--- src/rtl/gpio_serial_loader.sv ---
// gpio_serial_loader: fetches one config word per GPIO, shifts them MSB-first (highest index first)
// through the pad-control daisy chain, then latches the chain or pulses its reset on request.
module gpio_serial_loader #(
    parameter int NUM_IO        = 19,
    parameter int PAD_CTRL_BITS = 13,
    parameter int CLK_DIV       = 4,
    localparam int IDXW         = $clog2(NUM_IO)
) (
    input  logic                     clk,
    input  logic                     resetn,
    input  logic                     start,
    input  logic                     clear,
    output logic                     busy,
    output logic                     done,
    output logic [IDXW-1:0]          cfg_idx,
    input  logic [PAD_CTRL_BITS-1:0] cfg_data,
    output logic                     serial_clock,
    output logic                     serial_load,
    output logic                     serial_resetn,
    output logic                     serial_data_out
);
    localparam int DW = CLK_DIV > 1 ? $clog2(CLK_DIV) : 1;
    localparam int BW = PAD_CTRL_BITS > 1 ? $clog2(PAD_CTRL_BITS) : 1;
    localparam logic [2:0] IDLE  = 3'd0;
    localparam logic [2:0] FETCH = 3'd1;
    localparam logic [2:0] SH_LO = 3'd2;
    localparam logic [2:0] SH_HI = 3'd3;
    localparam logic [2:0] LD_HI = 3'd4;
    localparam logic [2:0] LD_LO = 3'd5;
    localparam logic [2:0] CLR   = 3'd6;
    localparam logic [2:0] DONE  = 3'd7;

    logic [2:0]               state, state_n;
    logic [DW-1:0]            div_cnt;
    logic [BW-1:0]            bit_cnt, bit_n;
    logic [PAD_CTRL_BITS-1:0] shreg, shreg_n;
    logic [IDXW-1:0]          idx_n;
    logic                     div_end;

    assign div_end = div_cnt == DW'(CLK_DIV - 1);

    always_comb begin
        state_n = state;
        shreg_n = shreg;
        bit_n   = bit_cnt;
        idx_n   = cfg_idx;
        case (state)
            IDLE: begin
                if (start) begin
                    state_n = FETCH;
                    idx_n   = IDXW'(NUM_IO - 1);
                end else if (clear) begin
                    state_n = CLR;
                end
            end
            FETCH: begin
                shreg_n = cfg_data;
                bit_n   = BW'(PAD_CTRL_BITS - 1);
                state_n = SH_LO;
            end
            SH_LO: state_n = div_end ? SH_HI : SH_LO;
            SH_HI: begin
                if (div_end) begin
                    if (bit_cnt != '0) begin
                        bit_n   = bit_cnt - BW'(1);
                        shreg_n = shreg << 1;
                        state_n = SH_LO;
                    end else if (cfg_idx != '0) begin
                        idx_n   = cfg_idx - IDXW'(1);
                        state_n = FETCH;
                    end else begin
                        state_n = LD_HI;
                    end
                end
            end
            LD_HI:   state_n = div_end ? LD_LO : LD_HI;
            LD_LO:   state_n = div_end ? DONE : LD_LO;
            CLR:     state_n = div_end ? DONE : CLR;
            default: state_n = IDLE;
        endcase
    end

    // Outputs are registered from the next state so they line up with the state they belong to.
    always_ff @(posedge clk or negedge resetn) begin
        if (!resetn) begin
            state           <= IDLE;
            div_cnt         <= '0;
            bit_cnt         <= '0;
            shreg           <= '0;
            cfg_idx         <= '0;
            busy            <= 1'b0;
            done            <= 1'b0;
            serial_clock    <= 1'b0;
            serial_load     <= 1'b0;
            serial_resetn   <= 1'b0;
            serial_data_out <= 1'b0;
        end else begin
            state           <= state_n;
            div_cnt         <= (state_n != state || div_end) ? '0 : div_cnt + DW'(1);
            bit_cnt         <= bit_n;
            shreg           <= shreg_n;
            cfg_idx         <= idx_n;
            busy            <= state_n != IDLE;
            done            <= state == DONE;
            serial_clock    <= state_n == SH_HI;
            serial_load     <= state_n == LD_HI;
            serial_resetn   <= state_n != CLR;
            if (state_n == SH_LO)
                serial_data_out <= shreg_n[PAD_CTRL_BITS-1];
        end
    end
endmodule
--- config.mk ---
export PLATFORM = sky130hd
export DESIGN_NAME = gpio_serial_loader
export DESIGN_NICKNAME = d
export VERILOG_FILES = /design/src/rtl/gpio_serial_loader.sv
export SDC_FILE = /design/constraint.sdc
export NUM_CORES = 1
export LEC_CHECK = 0
export ABC_AREA = 1
export ABC_CLOCK_PERIOD_IN_PS = 1900
export CAP_MARGIN = 10
export CORE_MARGIN = 5
export CORE_UTILIZATION = 53
export CTS_BUF_LIST = sky130_fd_sc_hd__clkbuf_16
export CTS_CLUSTER_SIZE = 25
export DETAILED_ROUTE_END_ITERATION = 6
export PLACE_DENSITY = 0.82
export SYNTH_ARGS = -nofsm -noshare
export SYNTH_HDL_FRONTEND = slang
export SYNTH_SLANG_ARGS = --single-unit
export TNS_END_PERCENT = 10
--- constraint.sdc ---
create_clock -name clk -period 1.9 [get_ports clk]
set_input_delay 0.38 -clock clk [delete_from_list [all_inputs] [get_ports clk]]
set_output_delay 0.38 -clock clk [all_outputs]
set_load 0.05 [all_outputs]
After elaboration in Yosys (flattened, before gate mapping)
Cells that the tools add are included.
- $add $sub $neg: 3
- equality and inequality tests: 18
- multiplexer cells: 22
- reductions and logical operators: 9
- operators by type and width (cell ; count):
    2-to-1 mux 13 bit ; 2
    one-hot mux 13 bit (2 select lines) ; 1
    one-hot mux 3 bit (7 select lines) ; 1
    2-to-1 mux 5 bit ; 4
    == test 3 bit, second input constant ; 5
    2-to-1 mux 3 bit ; 5
    == test 3 x 2 -> 1 bit, second input constant ; 4
    inequality test 2 bit, second input constant ; 5
    one-hot mux 5 bit (2 select lines) ; 1
    2-to-1 mux 4 bit ; 2
    one-hot mux 4 bit (2 select lines) ; 1
    AND reduction 5 bit ; 1
    nonzero test 5 bit ; 1
    subtractor 5 x 1 -> 5 bit, second input constant ; 1
    2-to-1 mux 2 bit ; 2
    nonzero test 2 bit ; 2
    nonzero test 4 bit ; 1
    subtractor 4 x 1 -> 4 bit, second input constant ; 1
    == test 3 x 1 -> 1 bit, second input constant ; 1
    zero test 3 bit ; 1
    2-to-1 mux 1 bit ; 3
    inequality test 3 bit ; 1
    inequality test 3 bit, second input constant ; 1
    AND reduction 3 bit ; 1
    other kinds (4) ; 4
- register bits after elaboration: 33
- input bits: 17
- output and inout bits: 11
- word-level logic and storage cells: 64

Depth between registers and ports, before layout
- depth after elaboration: 8
- mapped depth: 11

Worst setup path after synthesis
Ideal clock, no wire load.
- path kind: register to register
- start point: register cfg_idx[0]
- end point: register div_cnt[0]
- library setup time: 0.121 ns
- data arrival time: 1.594 ns
- setup slack: 0.185 ns
- stages on the path, launching flop included: 11
- buffers on the path: 0
- cells stage by stage: dfrtp_1 inv_1 ha_1 inv_1 nor2_1 nand2_1 nand2_1 nor2_2 nor2_1 o21ai_1 nor2_1
- cells in the longest elaborated chain, start to end: 8
- RTL lines (item ; RTL line ; source):
    start, declared ; 15 ; output logic [IDXW-1:0] cfg_idx,
    start signal, assigned ; 102 ; cfg_idx <= idx_n;
    nonzero test 5 bit ; 68 ; end else if (cfg_idx != '0) begin
    2-to-1 mux 3 bit ; 68 ;
    2-to-1 mux 3 bit ; 64 ; if (bit_cnt != '0) begin
    2-to-1 mux 3 bit ; 63 ; if (div_end) begin
    one-hot mux 3 bit (7 select lines) ; 47 ; case (state)
    inequality test 3 bit ; 99 ; div_cnt <= (state_n != state || div_end) ? '0 : div_cnt + DW'(1);
    logical OR 1 bit ; 99 ;
    2-to-1 mux 2 bit ; 99 ;
    end signal, assigned ; 99 ;
    end, declared ; 34 ; logic [DW-1:0] div_cnt;
No other way between the ends.
A chain may end at the register's enable or synchronous reset.

Final worst setup path
- start point: register busy
- end point: output port busy
- RTL lines (item ; RTL line ; source):
    start, declared ; 13 ; output logic busy,
    start signal, assigned ; 91 ; busy <= 1'b0;
    start signal, assigned ; 103 ; busy <= state_n != IDLE;
No word-level cell between the ends.

==> flow_summary.toml <==
[worst_setup_path]
cp-start-kind = "register"
crit_type = "reg2out"
critical_path_required_ns = 1.52
endpoint_kind = "output port"
arrival_ns = 1.42
ff2ff_path_depth = 10
cp_slowest_cell = "clkdlybuf4s50_1"
crit_chain = "clkdlybuf4s50_1"
crit_buf_inv = 1
cp.depth = 1
path_delay_family = "buffers and inverters"
worst-path-max-fanout = 1
timing.critical_path.slowest_cell_delay_ns = 0.81

[pwr]
intPower_mw = 1.36
clkPwrFrac_pct = 52.7
switchingPower_mw = 0.305
vdd_drop_max_uv = 424
power_frac_seq_pct = 43.2
sw_frac_of_total_pct = 18.3
p_total_mw = 1.66
cellPowerDensity_nw_per_um2 = 754
comb_power_share_pct = 4.1
p_leak_nw = 1.09

[die]
die_area_um2 = 4510
die_x_um = 67.2
io_pins = 28
die_h_um = 67.2
start_util_pct = 55.8
core_um2 = 3100
rows = 20

[clock_tree]
cts_tree = "built"
cts_hold_buf = 0
cts_setup_buffers = 0
numCtsBuffers = 5
clock-sinks = 33
clock_latency_ns = 0.27
clk_pin_slew_ns = 0.05
cts_max_level = 2
clockBufferDepth = 2
ctsResizeCount = 0
ctsRootBufferMaster = "clkbuf_16"

[timing]
final_hold_viol_count = 0
finalClockSkew_ns = 0.00242
setup_viol = 0
tightest_slew_ns = 0.507
fmax_mhz = 555
finalMaxSlewViolations = 0
grt_setup_unrepaired = "false"
tns_ns = 0
fin_crit_sh_pct = 94.8
finalCriticalPeriod_ns = 1.80
setup_slack_ns = 0.0993
relSlewSlack_pct = 66.1

[cells_and_area]
nFillCells = 258
area_growth_pct = 27.3
final_nets = 267
final_cell_mix = "nand2_1 (61), dfrtp_1 (33), inv_1 (22), clkdlybuf4s50_1 (21)"
num_antenna_cells = 0
fin_util_pct = 71.0
drive_above_1_share_pct = 15.8
multiInputGateArea_um2 = 771
mostFrequentLayoutCell = "nand2_1"
register_area_um2 = 826

[yosys]
synth-seq-cells = 33
synthCells = 213
synth-seq-area-share_pct = 47.7
synth.top_cell.area_share_pct = 47.7
syn-num-nets = 234
avgSynthCellArea_um2 = 8.13
yosysWarnings = 0
ys_top_cells_by_area = "dfrtp_1 (48%), nand2_1 (13%), a32oi_1 (5.1%), nand3_1 (4.9%), inv_1 (4.6%)"
synth_cell_types = 28
yosysTopAreaCell = "dfrtp_1"
synth_area_um2 = 1730

[route]
drt_iter0_drc = 63
ant_nets = 0
vias_per_cell = 5.21
drc = 0
drtPass1Iterations = 5
routed_wl_um = 3860
routed-via-count = 1515
drt-wirelength-per-cell_um = 13.3

[place]
io_buffers = 27
dpl.hpwl_um = 2720
gp_congestion = 0.886
dp_slack_ns = 0.276

[flow_run]
maxCapViolCount = 0

[global_routing]
grt_pass1_wl_um = 6580
track_usage_pct = 19.5
grt_use_met1_pct = 24.6
grt_max_degree = 34
top_usage_layer = "met2"
antenna_found_initial = 0
use_met2_pct = 32.1
met3_usage_pct = 3.66
grt_pass1_vias = 1487
grt_overflow = 0

[worst_hold_path]
hp-class = "reg2reg"
hold_path_depth = 1

[status]
status = "completed"
[layer usage]
metal,up-vias,share of wire (%)
met5,-,0
met3,10,5.3
li1,757,-
met1,702,45
met2,46,48
met4,0,2.1
[layout make-up]
class                      count  share of cell area, %
sequential                    33                   37.5
multi-input combinational    147                   35.0
timing repair buffer          31                   12.9
clock buffer                   5                   5.68
inverter                      28                   4.77
tap                           44                   2.50
clock inverter                 3                   1.70
[power by group through the flow]
stage | sequential [mW] | combinational, mW | clock [mW]
floorplan | 0.733 | 0.0106 | 0
global placement | 0.730 | 0.0674 | 0
detailed placement | 0.730 | 0.0684 | 0
CTS | 0.719 | 0.0690 | 0.894
global route | 0.720 | 0.0751 | 0.930
finish | 0.719 | 0.0674 | 0.877
[through the flow]
stage	std cells	instance area (um2)	hold WS [ns]
floorplan	213	1730	0.0844
global placement	283	2040	0.418
detailed placement	283	2040	0.438
CTS	291	2200	0.476
global route	291	2200	0.497
finish	291	2200	0.474
[flip-flops by register name, indices dropped and copies added (netlist names)]
register	cells
busy	1
state	3
cfg_idx	5
serial_load	1
div_cnt	2
serial_data_out	1
serial_clock	1
bit_cnt	4
done	1
shreg	13
serial_resetn	1
[synthesized netlist by cell type, drive strengths merged]
cell type / number
buf: 4
a31oi: 1
nor2: 22
inv: 28
o211ai: 1
xor2: 2
nand4: 2
nor3: 3
ha: 4
a32oi: 10
nand3b: 1
xnor2: 1
nand3: 19
a22oi: 1
o22ai: 1
nand2: 69
o21ai: 8
a21oi: 2
clkbuf: 1
dfrtp: 33
[final timing paths]
check                                     start                      to  slack (ns)
hold reg to reg            div_cnt[0]$_DFF_PN0_    div_cnt[0]$_DFF_PN0_        0.47
setup reg to reg             state[1]$_DFF_PN0_  bit_cnt[2]$_DFFE_PN0P_        0.26
hold / removal             div_cnt[0]$_DFF_PN0_    div_cnt[0]$_DFF_PN0_        0.47
max in group asynchronous                resetn          busy$_DFF_PN0_        1.09
min in group asynchronous                resetn    shreg[1]$_DFFE_PN0P_        0.52
setup / recovery                 busy$_DFF_PN0_                    busy         0.1
[cells by family (layout without fill, tap and decap cells)]
logic type,count (synthesis),count (layout),synth area share [%]
flops,33,33,47.7
xor+xnor,3,3,1.52
buf+inv,33,67,7.80
compound gates,24,24,9.54
fa+ha+maj,4,4,2.89
simple gates,116,116,30.6
No activity file was read; power rests on OpenSTA's default activity.
